$ cat config.mk
export PLATFORM = sky130hd
export DESIGN_NAME = sopc_bus_arbiter
export DESIGN_NICKNAME = d
export VERILOG_FILES = /design/src/rtl/sopc_bus_pkg.sv /design/src/rtl/sopc_bus_rr_arbiter.sv /design/src/rtl/sopc_bus_arbiter.sv
export SDC_FILE = /design/constraint.sdc
export NUM_CORES = 1
export LEC_CHECK = 0
export ABC_AREA = 0
export CAP_MARGIN = 10
export CORE_MARGIN = 2
export CORE_UTILIZATION = 37
export DETAILED_ROUTE_END_ITERATION = 8
export PLACE_DENSITY = 0.78
export SLEW_MARGIN = 20
export SYNTH_ARGS = -nofsm -noshare
export SYNTH_HDL_FRONTEND = slang
export SYNTH_SLANG_ARGS = --single-unit
$ cat constraint.sdc
create_clock -name clk -period 1.5 [get_ports clk]
set_clock_uncertainty 0.1 [all_clocks]
set_input_delay 0.225 -clock clk [delete_from_list [all_inputs] [get_ports clk]]
set_output_delay 0.225 -clock clk [all_outputs]
set_load 0.03 [all_outputs]
$ cat src/rtl/sopc_bus_pkg.sv
// Shared definitions for the SoC memory bus arbiter: FSM encoding and bus defaults.
// Latency: n/a (types and constants only).
// Backpressure: n/a.
package sopc_bus_pkg;

  typedef enum logic [1:0] {
    ST_IDLE = 2'd0,
    ST_BUSY = 2'd1,
    ST_RESP = 2'd2
  } bus_state_t;

  localparam int BUS_ADDR_WIDTH = 32;
  localparam int BUS_DATA_WIDTH = 32;
  localparam logic [31:0] ADDR_CLR_DEFAULT = 32'h8000_0000;
  localparam int TIMEOUT_DEFAULT = 255;

  // Width of a master index; a single master still needs one bit to hold index 0.
  function automatic int idx_width(input int n);
    return (n > 1) ? $clog2(n) : 1;
  endfunction

endpackage

$ cat src/rtl/sopc_bus_rr_arbiter.sv
// Combinational N-way round-robin picker: first requester at or after rr_ptr, wrapping.
// Latency: zero cycles (pure combinational).
// Backpressure: none; the caller decides when a pick is consumed.
// Ports: req (request vector), rr_ptr (search start), grant (one-hot),
//        grant_idx (binary index of grant), grant_vld (any request present).
module rr_arbiter
  import sopc_bus_pkg::*;
#(
  parameter int NUM_MASTERS = 2,
  parameter int IDX_W       = idx_width(NUM_MASTERS)
) (
  input  logic [NUM_MASTERS-1:0] req,
  input  logic [IDX_W-1:0]       rr_ptr,
  output logic [NUM_MASTERS-1:0] grant,
  output logic [IDX_W-1:0]       grant_idx,
  output logic                   grant_vld
);

  always_comb begin
    int j;
    grant     = '0;
    grant_idx = '0;
    grant_vld = 1'b0;
    j         = 0;
    for (int k = 0; k < NUM_MASTERS; k++) begin
      j = int'(rr_ptr) + k;
      if (j >= NUM_MASTERS) j = j - NUM_MASTERS;
      if (!grant_vld && req[IDX_W'(j)]) begin
        grant_vld            = 1'b1;
        grant_idx            = IDX_W'(j);
        grant[IDX_W'(j)]     = 1'b1;
      end
    end
  end

endmodule

$ cat src/rtl/sopc_bus_arbiter.sv
// N-master to 1-slave memory bus arbiter with round-robin grant and address remap.
// Latency: req seen in cycle 0 -> mem_req cycle 1 -> m_ready cycle 2 at the earliest (3-cycle occupancy).
// Backpressure: slave stalls via mem_ready; masters hold m_req until their m_ready pulse.
// Ports: clk, rst (async active-low); m_req/m_we/m_addr/m_wdata/m_mask packed per master;
//        m_rdata/m_ready back to masters; mem_* to the slave; bus_err only with SOPC_BUS_ARB_TIMEOUT_EN,
//        which adds a BUSY watchdog that completes the transaction with zero data after TIMEOUT cycles.
module sopc_bus_arbiter
  import sopc_bus_pkg::*;
#(
  parameter int                    NUM_MASTERS = 2,
  parameter int                    ADDR_WIDTH  = BUS_ADDR_WIDTH,
  parameter int                    DATA_WIDTH  = BUS_DATA_WIDTH,
  parameter int                    MASK_WIDTH  = DATA_WIDTH / 8,
  parameter logic [ADDR_WIDTH-1:0] ADDR_CLR    = ADDR_WIDTH'(ADDR_CLR_DEFAULT),
  parameter int                    TIMEOUT     = TIMEOUT_DEFAULT
) (
  input  logic                              clk,
  input  logic                              rst,
  input  logic [NUM_MASTERS-1:0]            m_req,
  input  logic [NUM_MASTERS-1:0]            m_we,
  input  logic [NUM_MASTERS*ADDR_WIDTH-1:0] m_addr,
  input  logic [NUM_MASTERS*DATA_WIDTH-1:0] m_wdata,
  input  logic [NUM_MASTERS*MASK_WIDTH-1:0] m_mask,
  output logic [DATA_WIDTH-1:0]             m_rdata,
  output logic [NUM_MASTERS-1:0]            m_ready,
  output logic                              mem_req,
  output logic                              mem_we,
  output logic [ADDR_WIDTH-1:0]             mem_addr,
  output logic [DATA_WIDTH-1:0]             mem_wdata,
  output logic [MASK_WIDTH-1:0]             mem_mask,
  input  logic [DATA_WIDTH-1:0]             mem_rdata,
  input  logic                              mem_ready
`ifdef SOPC_BUS_ARB_TIMEOUT_EN
  ,
  output logic                              bus_err
`endif
);

  localparam int IDX_W = idx_width(NUM_MASTERS);

  bus_state_t             state_q, state_d;
  logic [IDX_W-1:0]       rr_ptr;
  logic [NUM_MASTERS-1:0] arb_grant;
  logic [IDX_W-1:0]       arb_idx;
  logic                   arb_vld;

  logic [IDX_W-1:0]       gnt_idx_q;
  logic [NUM_MASTERS-1:0] gnt_oh_q;
  logic                   we_q;
  logic [ADDR_WIDTH-1:0]  addr_q;
  logic [DATA_WIDTH-1:0]  wdata_q;
  logic [MASK_WIDTH-1:0]  mask_q;
  logic [DATA_WIDTH-1:0]  rdata_q;
  logic                   wd_hit;   // watchdog expiry in the current BUSY cycle

  rr_arbiter #(
    .NUM_MASTERS (NUM_MASTERS),
    .IDX_W       (IDX_W)
  ) u_rr (
    .req       (m_req),
    .rr_ptr    (rr_ptr),
    .grant     (arb_grant),
    .grant_idx (arb_idx),
    .grant_vld (arb_vld)
  );

  // State register
  always_ff @(posedge clk or negedge rst) begin
    if (!rst) state_q <= ST_IDLE;
    else      state_q <= state_d;
  end

  // Next-state logic
  always_comb begin
    state_d = state_q;
    case (state_q)
      ST_IDLE: if (arb_vld) state_d = ST_BUSY;
      ST_BUSY: if (mem_ready || wd_hit) state_d = ST_RESP;
      ST_RESP: state_d = ST_IDLE;
      default: state_d = ST_IDLE;
    endcase
  end

  // Outputs: request and completion are decoded from state; payload comes from registers.
  always_comb begin
    mem_req = (state_q == ST_BUSY);
    mem_we  = (state_q == ST_BUSY) && we_q;
    m_ready = (state_q == ST_RESP) ? gnt_oh_q : '0;
  end

  assign mem_addr  = addr_q;
  assign mem_wdata = wdata_q;
  assign mem_mask  = mask_q;
  assign m_rdata   = rdata_q;

  // Payload is latched at grant time so the slave sees a stable request
  // even if the master changes or drops its inputs while waiting.
  always_ff @(posedge clk or negedge rst) begin
    if (!rst) begin
      rr_ptr    <= '0;
      gnt_idx_q <= '0;
      gnt_oh_q  <= '0;
      we_q      <= 1'b0;
      addr_q    <= '0;
      wdata_q   <= '0;
      mask_q    <= '0;
      rdata_q   <= '0;
    end else begin
      if (state_q == ST_IDLE && arb_vld) begin
        gnt_idx_q <= arb_idx;
        gnt_oh_q  <= arb_grant;
        we_q      <= m_we[arb_idx];
        addr_q    <= m_addr[arb_idx*ADDR_WIDTH +: ADDR_WIDTH] & ~ADDR_CLR;
        wdata_q   <= m_wdata[arb_idx*DATA_WIDTH +: DATA_WIDTH];
        mask_q    <= m_mask[arb_idx*MASK_WIDTH +: MASK_WIDTH];
      end
      if (state_q == ST_BUSY && (mem_ready || wd_hit)) begin
        rdata_q <= mem_ready ? mem_rdata : '0;
      end
      if (state_q == ST_RESP) begin
        if (gnt_idx_q == IDX_W'(NUM_MASTERS - 1)) rr_ptr <= '0;
        else                                      rr_ptr <= gnt_idx_q + IDX_W'(1);
      end
    end
  end

`ifdef SOPC_BUS_ARB_TIMEOUT_EN
  localparam int CNT_W = $clog2(TIMEOUT + 1);

  logic [CNT_W-1:0] wd_cnt;
  logic             err_q;

  // Counter holds the number of BUSY cycles already spent; expiry on the TIMEOUT-th.
  assign wd_hit  = (state_q == ST_BUSY) && !mem_ready && (wd_cnt == CNT_W'(TIMEOUT - 1));
  assign bus_err = err_q;

  always_ff @(posedge clk or negedge rst) begin
    if (!rst) begin
      wd_cnt <= '0;
      err_q  <= 1'b0;
    end else begin
      wd_cnt <= (state_q == ST_BUSY) ? wd_cnt + CNT_W'(1) : '0;
      err_q  <= wd_hit;   // high only in the RESP cycle that follows expiry
    end
  end
`else
  logic unused_timeout;
  assign wd_hit         = 1'b0;
  assign unused_timeout = ^TIMEOUT;
`endif

endmodule
* After elaboration in Yosys (flattened, before gate mapping)
Cells that the tools add are included.
** Storage, ports and cells
- Output and inout port bits :: 104
- Register bits :: 106
- Input bits :: 175
- Logic and storage cells :: 61
** Cells by class
- Shifts and indexed selects :: 3
- Bitwise gates (word level) :: 1
- Reductions and logical operators :: 9
- Order comparisons :: 7
- Equality and inequality tests :: 4
- Add/subtract/negate cells :: 4
- Muxes and demuxes :: 24
** Operators by type and width (count)
- $shiftx A64 B7 Y31 :: 1
- $shiftx A64 B7 Y32 :: 1
- $mux W32 :: 1
- $mux W1 :: 15
- $mux W2 :: 5
- $shiftx A8 B4 Y4 :: 1
- $logic_and A1 B1 Y1 :: 6
- $lt A1 B3 Y1 const B :: 2
- $pmux W2 S2 :: 1
- $add A1 B1 Y2 const B :: 1
- $demux W1 S1 :: 2
- $eq A2 B1 Y1 const B :: 1
- $eq A2 B2 Y1 const B :: 1
- $ge A1 B1 Y1 const B :: 2
- $ge A1 B2 Y1 const B :: 1
- $ge A2 B2 Y1 const B :: 1
- $logic_not A2 Y1 :: 1
- $lt A1 B2 Y1 const B :: 1
- $ne A2 B1 Y1 const B :: 1
- $ne A2 B2 Y1 const B :: 1
- $or A2 B2 Y2 :: 1
- $reduce_and A2 Y1 :: 1
- $sub A1 B1 Y1 const B :: 2
- $add A1 B1 Y1 const B :: 1
- $logic_not A1 Y1 :: 1

* Longest topological paths before layout
- Word-level depth :: 11
- Depth in mapped cells :: 4
- Mapped depth without buffers :: 2

* Cells and area by module
From an unflattened synthesis, not the netlist that was laid out.
** Unflattened totals
- Cell total of the unflattened synthesis :: 317
- Area total of the unflattened synthesis :: 4901.0 sq um
** By module, submodules not included
- sopc_bus_arbiter :: area an instance 4865.9 sq um, sequential area each 2652.5 sq um, instances 1, cells an instance 312
- rr_arbiter :: area an instance 35.0 sq um, sequential area each 0.0 sq um, instances 1, cells an instance 5

* Least setup slack after synthesis
Ideal clock, no wire load.
- Kind :: register to output
- From :: register state_q[0]
- To :: output mem_we
- Buffers on the path :: 0
- Arrival time :: 1337 ps
- Required time :: 1175 ps
- Slack :: -162 ps
- Stages on the path, launching flop included :: 3
- Cell sequence :: dfrtp_1 > nor2b_1 > and2_1
** On the way
- Cells in the longest elaborated chain, start to end :: 2
** RTL lines
- start: declaration :: RTL line sopc_bus_arbiter.sv:41 : bus_state_t state_q, state_d;
- start signal: assignment :: RTL line sopc_bus_arbiter.sv:70 : else state_q <= state_d;
- $eq A2 B1 Y1
- named net mem_req :: RTL line sopc_bus_arbiter.sv:26 : output logic mem_req,
- $logic_and A1 B1 Y1 :: RTL line sopc_bus_arbiter.sv:87 : mem_we = (state_q == ST_BUSY) && we_q;
- end: declaration :: RTL line sopc_bus_arbiter.sv:27 : output logic mem_we,
The timed path passes the listed nets, and every way through them passes these cells.

* Worst setup path in the final report
- From :: register state_q[1]
- To :: register wdata_q[28], in the netlist mem_wdata[28]
** On the way
- Cells in the longest elaborated chain, start to end :: 2
** RTL lines
- $logic_not A2 Y1 :: RTL line sopc_bus_arbiter.sv:109 : if (state_q == ST_IDLE && arb_vld) begin
- $logic_and A1 B1 Y1 :: RTL line sopc_bus_arbiter.sv:109
- end signal: assignment :: RTL line sopc_bus_arbiter.sv:114 : wdata_q <= m_wdata[arb_idx*DATA_WIDTH +: DATA_WIDTH];
- end: declaration :: RTL line sopc_bus_arbiter.sv:51 : logic [DATA_WIDTH-1:0] wdata_q;
Every way passes these cells.
A chain may end at the register's enable or synchronous reset.

==> run metrics <==
status=complete, but fails checks; violated checks=negative setup slack; hpwl dp=10300 um; hold_ws=between 0.2 and 0.25 ns; Pleak=roughly 4.2 nW; first-pass GRT wire length=roughly 22000 um; Antenna Nets Post-Route=0; root buf cell=clkbuf_16; initial antenna violation count=0; RR Endpoint=mem_wdata[28]$_DFFE_PN0P_; Top FF cell, synth=dfrtp_1; final WL=13500 um; Wirelength per Cell=17.0 um; Crit path largest cell delay=about 0.4 ns; FF-to-FF setup slack=-0.18 ns; largest net degree at the start of global routing=33; FF+latch count, synth=around 110; Worst path top cell family by delay=buffers and inverters; Worst EP required=roughly 1.6 ns; Worst-Skew Late Latency=roughly 0.34 ns; CP Cell Sequence=buf_6 > nor3b_4 > buf_6 > clkbuf_16 > mux2_4; fill count=~1.1k; Setup TNS=-10.66 ns; Synth async-reset ratio=between 90% and 100%; Worst Setup EP=mem_wdata[28]$_DFFE_PN0P_; Pwr Total=between 15 and 20 mW; crit end category=flop; Seq/Total Area, Yosys=48.2%; WS Path Type=reg -> reg; Critical Path Start=state_q[1]$_DFFE_PN0P_; max_cap viols=0; final layout net count=between 700 and 800; reg-to-reg critical path startpoint=state_q[1]$_DFFE_PN0P_; Ys Warns=0; grt total ovfl=0; vias in the first global route=around 4k; Final min period=approximately 1.7 ns; CP Max Fanout=8; pre-CTS setup slack=-0.326 ns; site row count=between 40 and 50; Port Buffers=~270; Hold Path Class=in -> async; clock buffer count from CTS=9; Initial Util=between 30% and 40%; drt pass-1 iters=4; FMAX=596 MHz; PwrDens=2010 nW/um2; slowest CP cell=dfrtp_1; Post-Syn Instances=between 300 and 400; ant diodes=0; gr usage total=about 17%; fin cells=797; drc violations=0; stages on the worst setup path=5; Worst-path clk slew=0.07 ns; Clock Sinks=~110; Starting DRT DRC Count=83; final hold viol count=0; R2R depth=5; placed insts=769; CP dominant cell by count=buf_6; Mean Syn Cell Area=between 15 and 20 um2; Setup WS post-layout=-0.178 ns; number of top-level pins=279; Util after Layout=61.5%; synth-to-layout area growth=63.4%; Worst EP arrival=between 1.5 and 2 ns; Die Y=between 100 and 150 um; Buf+Inv Stages, Crit Path=3; Post-synth EDFFs=0; Placement Cell Area=8430 um2; H-tree levels=3; post-route clock period utilization=112%; Core ar.=14500 um2; drt via density=about 4.5; die area=15700 um2; Worst setup SP type=flop; Routability Congestion=~0.76; peak supply drop=approximately 0.00088 V; Die X=125 um; Vias=~3.6k; CTS tree=done; design area=8900 um2; layout cells sized above 1=a little over a third; clk buf depth=2; Post-Synthesis Cell Area=about 5400 um2; Unique masters post-synth=18; final setup violation count=a little over 70; final slew viol count=0; RSZ-0062 raised after global routing=true
[sequential cells by signal (all words and copies together) (netlist names)]
register / flops
gnt_oh_q: 1
gnt_idx_q: 1
rr_ptr: 1
mem_addr: 31
mem_mask: 4
we_q: 1
m_rdata: 32
state_q: 2
mem_wdata: 32
[cell usage after synthesis (2+ instances only)]
library cell / number / share of area, %
dfrtp_1: 105 / 48
and2_1: 2 / 0.23
buf_8: 7 / 1.9
buf_4: 2 / 0.28
buf_2: 3 / 0.28
mux2_4: 138 / 38
buf_12: 7 / 2.6
inv_1: 3 / 0.21
mux2_1: 15 / 3.1
buf_6: 2 / 0.41
mux2_2: 17 / 3.5
[power breakdown]
part	leakage (nW)	internal, mW	switching [mW]	total (mW)
registers	1.23	4.28	0.827	5.11
clock network	0.161	1.50	1.08	2.58
logic	2.79	5.13	5.11	10.2
total	4.18	10.9	7.02	17.9
[cells in the final DEF, fill, tap and decap left out, types with 2 or more instances in the layout]
cell type / instances
dfrtp_1: 104
bufinv_16: 2
clkbuf_16: 11
mux2_4: 139
buf_6: 12
mux2_2: 17
buf_4: 10
clkdlybuf4s50_1: 170
dlygate4sd2_1: 97
conb_1: 2
and2_4: 2
mux2_1: 14
buf_12: 10
buf_16: 3
buf_8: 2
clkdlybuf4s15_1: 2
inv_1: 3
[area by class of cell]
cell class / instances / area (um2) / share of cell area [%]
repair buffers: 309 / 3150 / 35.4
flip-flops and latches: 105 / 2630 / 29.6
multi-input cells: 180 / 2540 / 28.5
well taps: 184 / 230 / 2.59
clock buffers: 9 / 225 / 2.53
clock inverters: 7 / 113 / 1.26
inverters: 3 / 11.3 / 0.126
[worst register-to-register path, cell delays in order (launching register included)]
cell	delay [ns]
dfrtp_1	0.40
buf_6	0.13
nor3b_4	0.24
buf_6	0.23
clkbuf_16	0.18
mux2_4	0.29
[repair_timing]
action / CTS / global route
gates cloned: 3 / 2
pin swaps: 2 / 1
setup endpoints to repair: 170 / 75
endpoints found under the hold margin: 85 / 0
buffers inserted: 3 / 3
hold buffers: 1 / 0
gates resized for setup: 114 / 10
[routing by layer]
metal / vias to the layer above / track usage [%] / wire length [um]
met1: 1731 / 20.7 / 5370
li1: 1690 / - / -
met4: 0 / 5.29 / 229
met5: - / 0 / 0
met3: 17 / 3.85 / 919
met2: 160 / 30.5 / 7030
[worst min-delay path by stage]
stage,startpoint,endpoint,slack [ns],cells after the start
2_1_floorplan,rst,gnt_idx_q$_DFFE_PN0P_,-0.17,0
3_3_place_gp,rst,m_rdata[16]$_DFFE_PN0P_,0.05,1
3_5_place_dp,rst,m_rdata[16]$_DFFE_PN0P_,0.05,1
4_1_cts,rst,m_rdata[16]$_DFFE_PN0P_,0.23,2
5_1_grt,rst,m_rdata[16]$_DFFE_PN0P_,0.25,2
6_report,rst,m_rdata[16]$_DFFE_PN0P_,0.24,2
[logic make-up (layout without fill, tap and decap cells)]
| family | count (synthesis) | in the layout | synth area share [%] |
|---|---|---|---|
| AOI/OAI and AO/OA | 1 | 1 | 0.138 |
| buffers and inverters | 24 | 328 | 5.67 |
| DFF | 105 | 105 | 48.2 |
| muxes | 171 | 171 | 44.8 |
| other | 1 | 2 | 0.0688 |
| and+or+nand+nor | 6 | 6 | 1.08 |
Power figures use the tool's default switching activity.
